$ cat config.mk
export PLATFORM = sky130hd
export DESIGN_NAME = e203_wfi_ctrl
export DESIGN_NICKNAME = d
export VERILOG_FILES = /design/src/rtl/e203_wfi_pkg.sv /design/src/rtl/e203_wfi_wake_cnt.sv /design/src/rtl/sirv_gnrl_dffr.sv /design/src/rtl/e203_wfi_ctrl.sv
export SDC_FILE = /design/constraint.sdc
export NUM_CORES = 1
export LEC_CHECK = 0
export CAP_MARGIN = 15
export CORE_MARGIN = 10
export CORE_UTILIZATION = 30
export DETAILED_ROUTE_END_ITERATION = 12
export GPL_ROUTABILITY_DRIVEN = 1
export PLACE_DENSITY = 0.6
export RECOVER_POWER = 25
export SYNTH_ARGS = -nofsm -noshare
export SYNTH_HDL_FRONTEND = slang
export SYNTH_SLANG_ARGS = --single-unit
$ cat constraint.sdc
create_clock -name clk -period 1.65 [get_ports clk]
set_clock_uncertainty 0.1 [all_clocks]
set_input_delay 0.33 -clock clk [delete_from_list [all_inputs] [get_ports clk]]
set_output_delay 0.33 -clock clk [all_outputs]
set_load 0.005 [all_outputs]
$ cat src/rtl/e203_wfi_pkg.sv
`default_nettype none
// ---------------------------------------------------------------
// e203_wfi_pkg : state encoding and defaults for the WFI sequencer
// Rev 1.0
// ---------------------------------------------------------------
package e203_wfi_pkg;

  typedef enum logic [1:0] {
    WFI_IDLE  = 2'd0,
    WFI_DRAIN = 2'd1,
    WFI_SLEEP = 2'd2,
    WFI_WAKE  = 2'd3
  } wfi_state_e;

  localparam int WFI_WAKE_DLY_DEF = 2;
  localparam int WFI_CNT_W_DEF    = 4;

endpackage
`default_nettype wire

$ cat src/rtl/e203_wfi_wake_cnt.sv
`default_nettype none
// ---------------------------------------------------------------
// e203_wfi_wake_cnt : loadable down-counter timing the WAKE state
// Rev 1.0
// ---------------------------------------------------------------
module e203_wfi_wake_cnt #(
  parameter int CNT_W = 4
) (
  input  logic             clk,
  input  logic             rst_n,
  input  logic             load,
  input  logic [CNT_W-1:0] load_val,
  input  logic             dec,
  output logic             zero
);

  logic [CNT_W-1:0] cnt_d;
  logic [CNT_W-1:0] cnt_q;

  // Saturates at zero so a stray dec never wraps.
  always_comb begin
    cnt_d = cnt_q;
    if (load) begin
      cnt_d = load_val;
    end else if (dec && (cnt_q != '0)) begin
      cnt_d = cnt_q - CNT_W'(1);
    end
  end

  sirv_gnrl_dffr #(.DW(CNT_W)) u_cnt_dff (
    .dnxt  (cnt_d),
    .qout  (cnt_q),
    .clk   (clk),
    .rst_n (rst_n)
  );

  assign zero = (cnt_q == '0);

endmodule
`default_nettype wire

$ cat src/rtl/sirv_gnrl_dffr.sv
`default_nettype none
// ---------------------------------------------------------------
// sirv_gnrl_dffr : general flop, async active-low reset to zero
// Rev 1.0
// ---------------------------------------------------------------
module sirv_gnrl_dffr #(
  parameter int DW = 32
) (
  input  logic [DW-1:0] dnxt,
  output logic [DW-1:0] qout,
  input  logic          clk,
  input  logic          rst_n
);

  always_ff @(posedge clk or negedge rst_n) begin
    if (!rst_n) begin
      qout <= '0;
    end else begin
      qout <= dnxt;
    end
  end

endmodule
`default_nettype wire

$ cat src/rtl/e203_wfi_ctrl.sv
`default_nettype none
// ---------------------------------------------------------------
// e203_wfi_ctrl : WFI sleep/wake sequencer on the always-on clock
// Rev 1.0
// ---------------------------------------------------------------
module e203_wfi_ctrl
  import e203_wfi_pkg::*;
#(
  parameter int WAKE_DLY = WFI_WAKE_DLY_DEF,
  parameter int CNT_W    = WFI_CNT_W_DEF
) (
  input  logic       clk,
  input  logic       rst_n,
  input  logic       wfi_req,
  input  logic       ifu_idle,
  input  logic       lsu_idle,
  input  logic       biu_idle,
  input  logic       oitf_empty,
  input  logic       irq_pend,
  input  logic       dbg_halt_req,
  output logic       halt_ifu,
  output logic       core_wfi,
  output logic       wfi_ack,
  output logic       wake_done,
  output logic [1:0] wfi_state
);

  localparam logic [CNT_W-1:0] WAKE_LOAD = CNT_W'(WAKE_DLY);

  wfi_state_e state_d;
  wfi_state_e state_q;
  logic [1:0] state_raw_q;

  logic wake_evt;
  logic all_idle;
  logic cnt_load;
  logic cnt_dec;
  logic cnt_zero;

  logic halt_ifu_d;
  logic core_wfi_d;
  logic wfi_ack_d;
  logic wake_done_d;
  logic halt_ifu_q;
  logic core_wfi_q;
  logic wfi_ack_q;
  logic wake_done_q;

  assign wake_evt = irq_pend | dbg_halt_req;
  assign all_idle = ifu_idle & lsu_idle & biu_idle & oitf_empty;
  assign state_q  = wfi_state_e'(state_raw_q);

  always_comb begin
    state_d = state_q;
    case (state_q)
      WFI_IDLE:  if (wfi_req) state_d = WFI_DRAIN;
      // A wake event during drain aborts the WFI ahead of drain completion.
      WFI_DRAIN: begin
        if (wake_evt) begin
          state_d = WFI_WAKE;
        end else if (all_idle) begin
          state_d = WFI_SLEEP;
        end
      end
      WFI_SLEEP: if (wake_evt) state_d = WFI_WAKE;
      WFI_WAKE:  if (cnt_zero) state_d = WFI_IDLE;
      default:   state_d = WFI_IDLE;
    endcase
  end

  // Outputs are decoded from the next state and registered, so none of
  // them has a combinational path from the inputs.
  always_comb begin
    cnt_load    = (state_q != WFI_WAKE) && (state_d == WFI_WAKE);
    cnt_dec     = (state_q == WFI_WAKE);
    halt_ifu_d  = (state_d != WFI_IDLE);
    core_wfi_d  = (state_d == WFI_SLEEP);
    wfi_ack_d   = (state_q == WFI_DRAIN) && (state_d != WFI_DRAIN);
    wake_done_d = (state_q == WFI_WAKE) && (state_d == WFI_IDLE);
  end

  e203_wfi_wake_cnt #(.CNT_W(CNT_W)) u_wake_cnt (
    .clk      (clk),
    .rst_n    (rst_n),
    .load     (cnt_load),
    .load_val (WAKE_LOAD),
    .dec      (cnt_dec),
    .zero     (cnt_zero)
  );

  sirv_gnrl_dffr #(.DW(2)) u_state_dff (
    .dnxt (state_d), .qout (state_raw_q), .clk (clk), .rst_n (rst_n)
  );
  sirv_gnrl_dffr #(.DW(1)) u_halt_ifu_dff (
    .dnxt (halt_ifu_d), .qout (halt_ifu_q), .clk (clk), .rst_n (rst_n)
  );
  // Dedicated bit feeding the clock-gate enable.
  sirv_gnrl_dffr #(.DW(1)) u_core_wfi_dff (
    .dnxt (core_wfi_d), .qout (core_wfi_q), .clk (clk), .rst_n (rst_n)
  );
  sirv_gnrl_dffr #(.DW(1)) u_wfi_ack_dff (
    .dnxt (wfi_ack_d), .qout (wfi_ack_q), .clk (clk), .rst_n (rst_n)
  );
  sirv_gnrl_dffr #(.DW(1)) u_wake_done_dff (
    .dnxt (wake_done_d), .qout (wake_done_q), .clk (clk), .rst_n (rst_n)
  );

  assign halt_ifu  = halt_ifu_q;
  assign core_wfi  = core_wfi_q;
  assign wfi_ack   = wfi_ack_q;
  assign wake_done = wake_done_q;
  assign wfi_state = state_raw_q;

endmodule
`default_nettype wire

==> qor_table.md <==
| Item | Reported | Unit |
| --- | --- | --- |
| Detail-routed net length per standard cell | 13.1 | µm |
| Area of placed instances | 689 | µm² |
| RD Place Congestion | 0.712 | - |
| Yosys warning total | 0 | - |
| DRC violations left | 0 | - |
| Global Route met2 Usage | 0.108 | - |
| Rows | 14 | - |
| Required time at the endpoint of the critical path | 1.22 | ns |
| Via count of the first global-routing pass | 424 | - |
| IO Count | 15 | - |
| Gate count of the mapped netlist | 48 | - |
| Vertical extent of the die | 61.3 | µm |
| Combinational share of power | 0.529 | - |
| Multiplexer share of the synthesized area | 0 | - |
| Area fraction in and, or, nand and nor cells after synthesis | 0.238 | - |
| Non-Filler Cell Area, Final | 751 | µm² |
| Static Leak | 0.000340 | µW |
| Post-layout nets | 82 | - |
| Cts hold-fix bufs | 0 | - |
| Final Routed Wirelength | 1.14 | mm |
| Detailed placer's ending HPWL | 929 | µm |
| VDD IR max | 1.05 | mV |
| Die Width | 61.3 | µm |
| Number of storage elements in the synthesis netlist | 10 | - |
| Seq/Total Area, Yosys | 0.490 | - |
| Max-cap violations | 0 | - |
| Die Area | 0.00375 | mm² |
| Gr usage total | 0.0659 | - |
| Final-report setup violation count | 0 | - |
| Post-Synth XOR/XNOR Area | 0.0172 | - |
| Yosys cell types | 25 | - |
| Highest-utilization routing layer at the global route stage | met2 | - |
| Starting density of the core | 0.327 | - |
| TritonCTS clock tree | built | - |
| Delay-heaviest family, CP | buffers and inverters | - |
| Clock transition time at the flip-flop clock pins of the worst setup and hold paths | 0.06 | ns |
| Via/cell ratio | 5.00 | - |
| Number of antenna violations at the first check in global routing | 0 | - |
| Most used cells in the layout excluding fill and tap cells | clkdlybuf4s50_1, dfrtp_1, buf_4 | - |
| Final worst path period need | 1.58 | ns |
| First-iteration detailed-routing DRC count | 2 | - |
| Worst path max stage delay | 0.52 | ns |
| Count of H-tree levels built during CTS | 1 | - |
| Cell type of the slowest stage on the worst timing path | clkdlybuf4s50_1 | - |
| Clock Path Buffers | 2 | - |
| Pin count of the biggest net entering global routing | 11 | - |
| CP Max Fanout | 2 | - |
| Portion of the clock cycle consumed by the worst path in the final layout | 0.958 | - |
| Number of clock buffers inserted by TritonCTS | 3 | - |
| Ant diodes | 0 | - |
| Antenna Violating Nets Remaining | 0 | - |
| Area share of the largest cell type after synthesis | 0.490 | - |
| Main combinational cell family by area after synthesis | simple AND/OR/NAND/NOR gates | - |
| Proportion of power drawn by the clock network | 0.163 | - |
| Post-Synth Adder-Cell Area | 0.0245 | - |
| Compound-Gate Fraction of Synth Area | 0.172 | - |
| Type of the worst min-delay path | input port to asynchronous set/reset pin | - |
| Worst-case hold slack | 0.347 | ns |
| Floorplan core area | 0.00156 | mm² |
| Met1 track demand over resource in global routing | 0.0651 | - |
| Relative contribution of sequential cells to total power | 0.308 | - |
| Critical Path Sink Type | primary output | - |
| Max_slew headroom | 0.699 | - |
| Hold violation total from the final report | 0 | - |
| Run status | complete, no violations | - |
| Critical path class | register to primary output | - |
| Combined buffer and inverter count along the critical path | 1 | - |
| Pint | 882 | µW |
| Clock net sink count | 10 | - |
| Most area-consuming cells after synthesis | dfrtp_1, a21oi_1, nor3b_1 | - |
| Pwr dens | 1760 | mW/mm² |
| Worst r2r src | u_wake_cnt.u_cnt_dff.qout[0] | - |
| Area taken by multi-input logic gates | 238 | µm² |
| Power dissipated by switching net loads | 442 | µW |
| Depth of the worst register-to-register path | 5 | - |
| Total gr overflow | 0 | - |
| Synthesized area per cell | 10.6 | µm² |
| Sequential standard cell area | 253 | µm² |
| Sw Ratio | 0.334 | - |
| Area added between synthesis and finish | 47.1 | % |
| Arrival time of the worst setup path | 1.15 | ns |
| Cell taking the most area after synthesis | dfrtp_1 | - |
| Post-route core utilization | 0.482 | - |
| Commonest non-fill, non-tap cell in the layout | clkdlybuf4s50_1 | - |
| CTS root buffer | clkbuf_4 | - |
| Slew at the pin with the worst max-slew slack | 0.451 | ns |
| Ordered list of cells on the worst path | clkdlybuf4s50_1 | - |
| Ratio of cells with drive above 1 in the final layout | 0.239 | - |
| Fin Setup TNS | 0 | ns |
| Terminus of the critical flop-to-flop path | u_wake_cnt.u_cnt_dff.qout[1] | - |
| Number of iterations in the first detailed-routing pass | 3 | - |
| Total number of vias | 435 | - |
| Number of pins with negative max-slew slack in the final report | 0 | - |
| First-pass GRT wire length | 1.81 | mm |
| Nets in the synthesized netlist | 58 | - |
| Total standard cell area after synthesis | 510 | µm² |
| Maximum clock frequency | 633 | MHz |
| Clk_lat worst skew | 0.26 | ns |
| Met3 demand-to-capacity share in global routing | 0.0535 | - |
| Unrepaired setup endpoints after global routing | no | - |
| Flop2flop setup slack | 0.10 | ns |
| I/O Buffers | 14 | - |
| Element type at the critical path start | register | - |
| Fillers | 150 | - |
power groups by stage:
stage / clock network (µW) / logic (µW) / registers, µW
floorplan: 0 / 399 / 416
detailed placement: 0 / 632 / 441
CTS: 227 / 703 / 406
global placement: 0 / 620 / 442
global route: 232 / 782 / 426
finish: 216 / 700 / 408
cells by family after synthesis:
| logic type | count (synthesis) |
|---|---|
| AOI/OAI and AO/OA | 13 |
| and+or+nand+nor | 18 |
| adders and majority gates | 1 |
| DFF | 10 |
| buffers and inverters | 5 |
| xor gates and xnor gates | 1 |
through the flow:
step                      std cells  total power (µW)  setup WS [ns]
after floorplan                  48               815         0.0984
after global routing             87              1440         0.0165
after global placement           81              1060         0.0683
after detailed placement         81              1070         0.0726
after CTS                        87              1340         0.0490
final                            87              1320         0.0701
routing by layer:
layer / vias to the layer above / wire (µm)
li1: 219 / -
met1: 202 / 453
met2: 12 / 547
met3: 2 / 129
met4: 0 / 6
met5: - / 0
synthesized netlist by cell type:
master and count:
and2b_1 1, nor3b_1 3, or3_1 1, dfrtp_1 10, o31ai_1 2, nor2b_1 1
or4b_1 1, nand2_1 1, a21oi_1 5, buf_4 1, ha_1 1, a22o_1 1
and4_1 1, o2111ai_1 1, nor3_1 3, or2_2 1, xor2_1 1, o21ai_0 1
a211o_1 1, nand3b_4 1, o21bai_1 1, nor2_1 4, buf_6 1, inv_1 3
o22a_1 1
state kept, by name (all words and copies together), names as in the netlist:
signal                     flops
u_wake_cnt.u_cnt_dff.qout      4
u_core_wfi_dff.qout            1
u_wfi_ack_dff.qout             1
u_halt_ifu_dff.qout            1
u_wake_done_dff.qout           1
u_state_dff.qout               2
what timing repair did:
item	in CTS	in global routing
endpoints found under the setup margin	2	1
gates resized for setup	2	2
pin swaps	0	0
setup buffers	2	0
final cells by class:
type	count	area share
sequential	10	0.337
inverter	3	0.0150
timing repair buffer	21	0.257
tap	16	0.0267
clock buffer	4	0.0483
multi-input combinational	33	0.317
worst max-delay path by stage:
stage	startpoint	end	slack, ns	depth (start not counted)
floorplan	u_wake_cnt.u_cnt_dff.qout[0]	u_wake_cnt.u_cnt_dff.qout[1]	0.1	5
global placement	u_wake_cnt.u_cnt_dff.qout[0]	u_wake_cnt.u_cnt_dff.qout[1]	0.07	5
detailed placement	u_wake_cnt.u_cnt_dff.qout[0]	u_wake_cnt.u_cnt_dff.qout[1]	0.07	5
finish	u_state_dff.qout[0]	wfi_state[0]	0.07	1
CTS	u_state_dff.qout[0]	wfi_state[0]	0.05	1
global route	u_state_dff.qout[0]	wfi_state[0]	0.02	1
No activity file was read; power rests on OpenSTA's default activity.
